$ cat src/rtl/bsram_rmw_ctrl.sv
// -----------------------------------------------------------------------------
// bsram_rmw_ctrl
//   Request front-end for the BSRAM word memory. It accepts core load/store
//   requests with byte enables and drives BSRAM's separate read and write
//   ports. BSRAM only writes whole words, so a partial store is done as a
//   two-cycle read-modify-write: read the word, then merge and write it back.
//   Saturating access statistics are kept as well.
//
// Ports
//   clock                  single clock, all state on the rising edge
//   reset                  asynchronous, active-low; clears all state
//   req_valid/req_ready    request handshake (accept = valid && ready)
//   req_we                 1 = store, 0 = load
//   req_addr               byte address; word = req_addr[ADDR_WIDTH+1:2]
//   req_be / req_wdata     store byte enables and word-aligned store data
//   rsp_valid / rsp_rdata  one-cycle load response pulse and its data
//   readEnable/readAddress/readData     BSRAM read port (data 1 cycle later)
//   writeEnable/writeAddress/writeData  BSRAM write port
//   stat_loads/stat_stores/stat_rmw     saturating accept counters
// -----------------------------------------------------------------------------
module bsram_rmw_ctrl #(
  parameter int CORE       = 0,
  parameter int DATA_WIDTH = 32,
  parameter int ADDR_WIDTH = 8
) (
  input  logic                    clock,
  input  logic                    reset,
  input  logic                    req_valid,
  output logic                    req_ready,
  input  logic                    req_we,
  input  logic [ADDR_WIDTH+1:0]   req_addr,
  input  logic [DATA_WIDTH/8-1:0] req_be,
  input  logic [DATA_WIDTH-1:0]   req_wdata,
  output logic                    rsp_valid,
  output logic [DATA_WIDTH-1:0]   rsp_rdata,
  output logic                    readEnable,
  output logic [ADDR_WIDTH-1:0]   readAddress,
  input  logic [DATA_WIDTH-1:0]   readData,
  output logic                    writeEnable,
  output logic [ADDR_WIDTH-1:0]   writeAddress,
  output logic [DATA_WIDTH-1:0]   writeData,
  output logic [31:0]             stat_loads,
  output logic [31:0]             stat_stores,
  output logic [31:0]             stat_rmw
);

  localparam int NBYTES = DATA_WIDTH / 8;

  // The core index only matters to whoever instantiates the BSRAM.
  localparam int unused_core = CORE;

  typedef enum logic [0:0] {
    ST_IDLE  = 1'b0,
    ST_MERGE = 1'b1
  } state_t;

  state_t                  state_q, state_d;
  logic [ADDR_WIDTH-1:0]   addr_q, addr_d;
  logic [NBYTES-1:0]       be_q, be_d;
  logic [DATA_WIDTH-1:0]   wdata_q, wdata_d;
  logic                    rsp_valid_q, rsp_valid_d;
  logic [DATA_WIDTH-1:0]   rsp_hold_q, rsp_hold_d;
  logic [31:0]             stat_loads_q, stat_loads_d;
  logic [31:0]             stat_stores_q, stat_stores_d;
  logic [31:0]             stat_rmw_q, stat_rmw_d;

  logic [ADDR_WIDTH-1:0]   req_word;
  logic [DATA_WIDTH-1:0]   merge_data;
  logic                    be_full;
  logic                    be_zero;
  logic                    accept;
  logic                    unused_addr_lsbs;

  assign req_word         = req_addr[ADDR_WIDTH+1:2];
  assign be_full          = &req_be;
  assign be_zero          = ~|req_be;
  // Sub-word address bits carry no meaning for a word memory.
  assign unused_addr_lsbs = ^req_addr[1:0];

  // Byte-lane merge for the write-back half of a read-modify-write: the
  // latched store bytes win, the rest come from the word read last cycle.
  genvar gi;
  generate
    for (gi = 0; gi < NBYTES; gi++) begin : g_merge
      assign merge_data[gi*8 +: 8] = be_q[gi] ? wdata_q[gi*8 +: 8]
                                              : readData[gi*8 +: 8];
    end
  endgenerate

  function automatic logic [31:0] sat_inc(input logic [31:0] v);
    return (v == 32'hFFFF_FFFF) ? v : v + 32'd1;
  endfunction

  always_comb begin
    state_d       = state_q;
    addr_d        = addr_q;
    be_d          = be_q;
    wdata_d       = wdata_q;
    rsp_valid_d   = 1'b0;
    // readData belongs to the previous cycle's read; keep it once shown so
    // rsp_rdata stays stable between responses.
    rsp_hold_d    = rsp_valid_q ? readData : rsp_hold_q;
    stat_loads_d  = stat_loads_q;
    stat_stores_d = stat_stores_q;
    stat_rmw_d    = stat_rmw_q;

    accept        = 1'b0;
    req_ready     = 1'b0;
    readEnable    = 1'b0;
    readAddress   = req_word;
    writeEnable   = 1'b0;
    writeAddress  = req_word;
    writeData     = req_wdata;

    case (state_q)
      ST_IDLE: begin
        // reset gates the combinational outputs so nothing is accepted or
        // driven onto the SRAM while reset is held low.
        req_ready = reset;
        accept    = req_valid && reset;
        if (accept) begin
          if (!req_we) begin
            readEnable   = 1'b1;
            rsp_valid_d  = 1'b1;
            stat_loads_d = sat_inc(stat_loads_q);
          end else begin
            stat_stores_d = sat_inc(stat_stores_q);
            if (be_full) begin
              writeEnable = 1'b1;
            end else if (!be_zero) begin
              // Partial store: fetch the old word now, merge next cycle.
              readEnable = 1'b1;
              addr_d     = req_word;
              be_d       = req_be;
              wdata_d    = req_wdata;
              stat_rmw_d = sat_inc(stat_rmw_q);
              state_d    = ST_MERGE;
            end
          end
        end
      end

      ST_MERGE: begin
        // req_ready stays low here, so the read port is idle and can never
        // collide with the write-back address.
        writeEnable  = reset;
        writeAddress = addr_q;
        writeData    = merge_data;
        state_d      = ST_IDLE;
      end

      default: begin
        state_d = ST_IDLE;
      end
    endcase
  end

  always_ff @(posedge clock or negedge reset) begin
    if (!reset) begin
      state_q       <= ST_IDLE;
      addr_q        <= '0;
      be_q          <= '0;
      wdata_q       <= '0;
      rsp_valid_q   <= 1'b0;
      rsp_hold_q    <= '0;
      stat_loads_q  <= '0;
      stat_stores_q <= '0;
      stat_rmw_q    <= '0;
    end else begin
      state_q       <= state_d;
      addr_q        <= addr_d;
      be_q          <= be_d;
      wdata_q       <= wdata_d;
      rsp_valid_q   <= rsp_valid_d;
      rsp_hold_q    <= rsp_hold_d;
      stat_loads_q  <= stat_loads_d;
      stat_stores_q <= stat_stores_d;
      stat_rmw_q    <= stat_rmw_d;
    end
  end

  assign rsp_valid   = rsp_valid_q;
  // Read data arrives the cycle after readEnable, which is exactly the
  // response cycle, so it is passed straight through while rsp_valid is high.
  assign rsp_rdata   = rsp_valid_q ? readData : rsp_hold_q;
  assign stat_loads  = stat_loads_q;
  assign stat_stores = stat_stores_q;
  assign stat_rmw    = stat_rmw_q;

endmodule

$ cat config.mk
export PLATFORM = sky130hd
export DESIGN_NAME = bsram_rmw_ctrl
export DESIGN_NICKNAME = d
export VERILOG_FILES = /design/src/rtl/bsram_rmw_ctrl.sv
export SDC_FILE = /design/constraint.sdc
export NUM_CORES = 1
export LEC_CHECK = 0
export BUFFER_PORTS_ARGS = -buffer_cell sky130_fd_sc_hd__buf_4
export CAP_MARGIN = 20
export CORE_AREA = 2 2 170 172
export CTS_CLUSTER_SIZE = 8
export DETAILED_ROUTE_END_ITERATION = 6
export DIE_AREA = 0 0 172 174
export GPL_TIMING_DRIVEN = 0
export HOLD_SLACK_MARGIN = 0.05
export PLACE_DENSITY = 0.51
export SKIP_LAST_GASP = 1
export SLEW_MARGIN = 20
export SYNTH_ARGS = -nofsm -noshare
export SYNTH_HDL_FRONTEND = slang
export SYNTH_SLANG_ARGS = --single-unit
$ cat constraint.sdc
create_clock -name clock -period 1.83 [get_ports clock]
set_input_delay 0.4575 -clock clock [delete_from_list [all_inputs] [get_ports clock]]
set_output_delay 0.4575 -clock clock [all_outputs]
set_load 0.01 [all_outputs]
Word-level counts from Yosys, hierarchy flattened. Index checks and enable logic that the tools add are counted. W data, S select, Z words.

$lt $le $gt $ge: 0. $add $sub $neg: 3. Mux-type cells: 23. Reduce and logical (&&, ||, !) cells: 7. Multipliers: 0. Bitwise operators: 6. Equality and inequality tests: 3. Divide/modulo/power cells: 0. Shift-type cells: 0.

Operator list (count): $add A32 B1 Y32 const B (3); $eq A32 B32 Y1 const B (3); $mux W32 (2); $mux W8 (5); $mux W1 (14); $reduce_and A4 Y1 (3); $not A1 Y1 (6); $reduce_and A6 Y1 (1); $reduce_and A5 Y1 (1); $pmux W1 S2 (2); $reduce_or A4 Y1 (1); $logic_and A1 B1 Y1 (1).

RAM bits: 0. Bits in registers: 174. Memory bits (read-only): 0. Memories kept: 0. Word-level logic and storage cells: 51. Latch bits: 0. Input bits: 82.

Depth between registers and ports, before layout.
Depth after elaboration: 6. Mapped depth: 7. Depth with buffers taken out: 7.

Worst setup path after synthesis. No wires, ideal clock.

Path type: reg-to-reg. Start: register stat_stores_q[0], in the netlist stat_stores[0]. End: register stat_stores_q[14], in the netlist stat_stores[14]. Path buffers: 0. Period minus slack after synthesis: 1991 ps. Path slack: -161 ps. Cell stages (with the launch flop): 7. Arrival time: 1865 ps. Cells stage by stage: dfrtp_1 ha_1 nand4_1 or3_1 a211oi_1 nand4_1 xnor2_1.

Cells in the longest elaborated chain, start to end: 3.

RTL lines: start: declaration (line 64) `logic [31:0] stat_stores_q, stat_stores_d;`; start signal: assignment (line 177) `stat_stores_q <= stat_stores_d;`; branches (longest 3 deep; another with $add A32 B1 Y32).

Parallel ways; which one is timed is not known. A chain may end at the register's enable or synchronous reset.

Worst setup path after layout.
Start: register state_q. End: output port writeData[1].

Cells in the longest elaborated chain, start to end: 1.

RTL lines: start: declaration (line 57) `state_t state_q, state_d;`; start signal: assignment (line 170) `state_q <= state_d;`; $mux W32 (line 115) `case (state_q)`; end: declaration (line 41) `output logic [DATA_WIDTH-1:0] writeData,`.

Every way passes these cells.

==> results.json <==
{
  "cp_top_family": "buffers and inverters",
  "max_slew.worst_pin.slew_ns": 0.7278,
  "path_common_cell": "buf_4",
  "syn_area_per_cell_um2": 11.55,
  "worstPathCellList": "clkbuf_8 > buf_4 > clkbuf_16 > nor2_1 > a21oi_2 > buf_4",
  "design.core.area_um2": 28240,
  "cts_tree": "built",
  "drc": 0,
  "reg2reg_to": "stat_rmw[23]",
  "clkLatencyLatePin_ns": 0.43,
  "ff2ff_path_depth": 8,
  "antenna_found_initial": 0,
  "routabilityCongestion": 0.7267,
  "finalMaxSlewViolations": 0,
  "hold_viol": 0,
  "reg2reg_setup_slack_ns": -0.22,
  "worstSetupPathType": "flop to output port",
  "grt_max_degree": 77,
  "global_route.usage.met3_pct": 4.144,
  "period_minus_slack_ns": 2.071,
  "synthSimpleGateAreaFrac_pct": 16.20,
  "crit_fanout": 6,
  "busiest_layer": "met2",
  "final_layout_size_suffix_gt1_share_pct": 58.87,
  "synth_top_family_by_area": "simple AND/OR/NAND/NOR gates",
  "die_y_um": 174,
  "end_kind": "output port",
  "violations": "setup timing",
  "synth_nets": 805,
  "pin_count": 262,
  "cp_num_buf_inv": 4,
  "start_util_pct": 29.45,
  "dp_cells": 1365,
  "synth_warnings": 0,
  "cts_sinks": 174,
  "setup_tns_ns": -24.19,
  "io_buffers": 259,
  "grt_pass1_wl_um": 40810,
  "synth-edff-count": 0,
  "drt-total-wl_um": 27700,
  "ys_top_cells_by_area": "dfrtp_1, mux2_2, xnor2_1, mux2i_1, nand4_1",
  "floorplan.die_area_um2": 29930,
  "met2_usage_pct": 28.16,
  "slew_headroom_pct": 51.32,
  "ys_seq_elements": 174,
  "ant_nets": 0,
  "r2r-start": "state_q",
  "status": "complete, but fails checks",
  "regArea_um2": 4382,
  "hp-class": "input port to asynchronous set/reset pin",
  "startpoint_type": "flop",
  "diodes": 0,
  "fmax_ghz": 0.4830,
  "grt.total_usage_pct": 17.55,
  "max_cap_viol_count": 0,
  "drt_iter0_drc": 302,
  "grt.overflow.total": 0,
  "vias_per_cell": 4.787,
  "mostFrequentLayoutCells": "buf_4, dfrtp_1, mux2_4, xnor2_1, nand4_1",
  "peakVddDrop_uv": 520.8,
  "synthXorXnorAreaFrac_pct": 9.267,
  "clk_path_buf_depth": 2,
  "clk_pin_slew_ns": 0.08,
  "yosysSeqAreaShare_pct": 52.35,
  "final_common_cell": "buf_4",
  "yosys.area.top_type": "dfrtp_1",
  "rsz0062_at_grt": "true",
  "power_leakage_nw": 6.528,
  "drtPass1Iterations": 4,
  "worstPathRequired_ns": 1.37,
  "setup_ws_ns": -0.2406,
  "final.setup_skew_ns": 0.01467,
  "cts_max_level": 4,
  "synth_fa_ha_area_share_pct": 0.4513,
  "numCtsBuffers": 17,
  "slowest_stage": "dfrtp_1",
  "nets": 1183,
  "fin_cells": 1495,
  "synthArstFlopShare_pct": 100.0,
  "setup_viol": 165,
  "synthesis.instances": 720,
  "grt_pass1_vias": 7057,
  "synth_top_area_share_pct": 52.35,
  "synth_ff_type": "dfrtp_1",
  "die_x_um": 172,
  "wire_per_inst_um": 18.53,
  "syn_area_um2": 8317,
  "rows": 62,
  "arrival_ns": 1.61,
  "grtUsageMet1_pct": 23.49,
  "fin_crit_sh_pct": 113.1,
  "vias": 7157,
  "powerDensity_nw_per_um2": 824.6,
  "n_fill_cell": 2608,
  "root_buffer": "clkbuf_16",
  "critPathMaxStageDelay_ns": 0.40,
  "synth_compound_area_share_pct": 3.896,
  "dpl.hpwl_um": 17830,
  "multi_input_area_um2": 4855,
  "ys_types": 46,
  "cp-startpoint": "state_q",
  "area_delta_synth_final_pct": 68.21,
  "synthMuxAreaShare_pct": 15.63
}
## layer usage
layer,wire length [um],vias up,share of wire (%)
li1,-,3338,-
met1,12330,3600,45
met2,13270,188,48
met3,1572,31,5.7
met4,529,0,1.9
met5,0,-,0
## sequential cells by signal, summed over array words and instances (netlist names)
signal       flops
stat_loads      32
stat_stores     32
state_q          1
wdata_q         32
stat_rmw        32
rsp_hold_q      32
addr_q           8
rsp_valid        1
be_q             4
## Yosys cell counts, drive strengths merged, types with 11 or more instances
cell type / instances
a21oi: 37
and3: 16
buf: 19
clkbuf: 12
dfrtp: 174
mux2: 87
mux2i: 32
nand2: 34
nand3: 40
nand4: 44
nor2: 61
nor4: 11
xnor2: 64
xor2: 24
## how the worst max path moves through the flow
stage	endpoint	slack (ns)	cells past startpoint
after global routing	rsp_rdata[2]	-0.31	4
after CTS	writeData[8]	-0.27	5
after floorplan	stat_stores[20]	-0.06	6
final	writeData[1]	-0.24	6
after detailed placement	wdata_q[1]	-1.18	7
after global placement	stat_loads[19]	-2.58	8
## through the flow
step	total power [mW]	hold WS [ns]	worst slack (ns)	utilization, %	area [um2]
2_1_floorplan	5.921	0.1619	-0.06486	-	8346
3_3_place_gp	7.053	0.4809	-2.579	38.14	10770
3_5_place_dp	7.110	0.3184	-1.182	38.36	10830
4_1_cts	11.17	0.06818	-0.2706	45.53	12860
5_1_grt	12.13	0.07123	-0.3082	49.54	13990
6_report	11.54	0.04598	-0.2406	49.54	13990
## report_power, final
group / total [mW] / switching (mW) / internal (mW)
Sequential: 4.81 / 0.442 / 4.37
Clock: 3.65 / 1.70 / 1.95
Combinational: 3.08 / 1.25 / 1.82
## what timing repair did
| action | in CTS | in global routing |
|---|---|---|
| pin swaps | 58 | 59 |
| endpoints found under the hold margin | 29 | 0 |
| buffers inserted | 55 | 32 |
| gates resized for setup | 189 | 178 |
| setup endpoints to repair | 214 | 208 |
| cloned | 6 | 9 |
| hold buffers | 3 | 0 |
## logic make-up (layout without fill, tap and decap cells)
| group | after synthesis | in the layout |
|---|---|---|
| AND/OR/NAND/NOR | 248 | 248 |
| flip-flops | 174 | 174 |
| multiplexers | 119 | 119 |
| XOR/XNOR | 88 | 88 |
| AO/OA/AOI/OAI | 51 | 51 |
| buffers and inverters | 37 | 428 |
| adder cells (fa/ha/maj) | 3 | 3 |
## area by class of cell
type / count / share of cell area [%]
buffer: 26 / 2.621
clock buffer: 20 / 3.193
clock inverter: 12 / 0.8854
inverter: 6 / 0.3667
multi-input combinational: 509 / 34.70
sequential: 174 / 31.32
tap: 384 / 3.434
timing repair buffer: 363 / 23.36
timing repair inverter: 1 / 0.1163
Power figures use the tool's default switching activity.
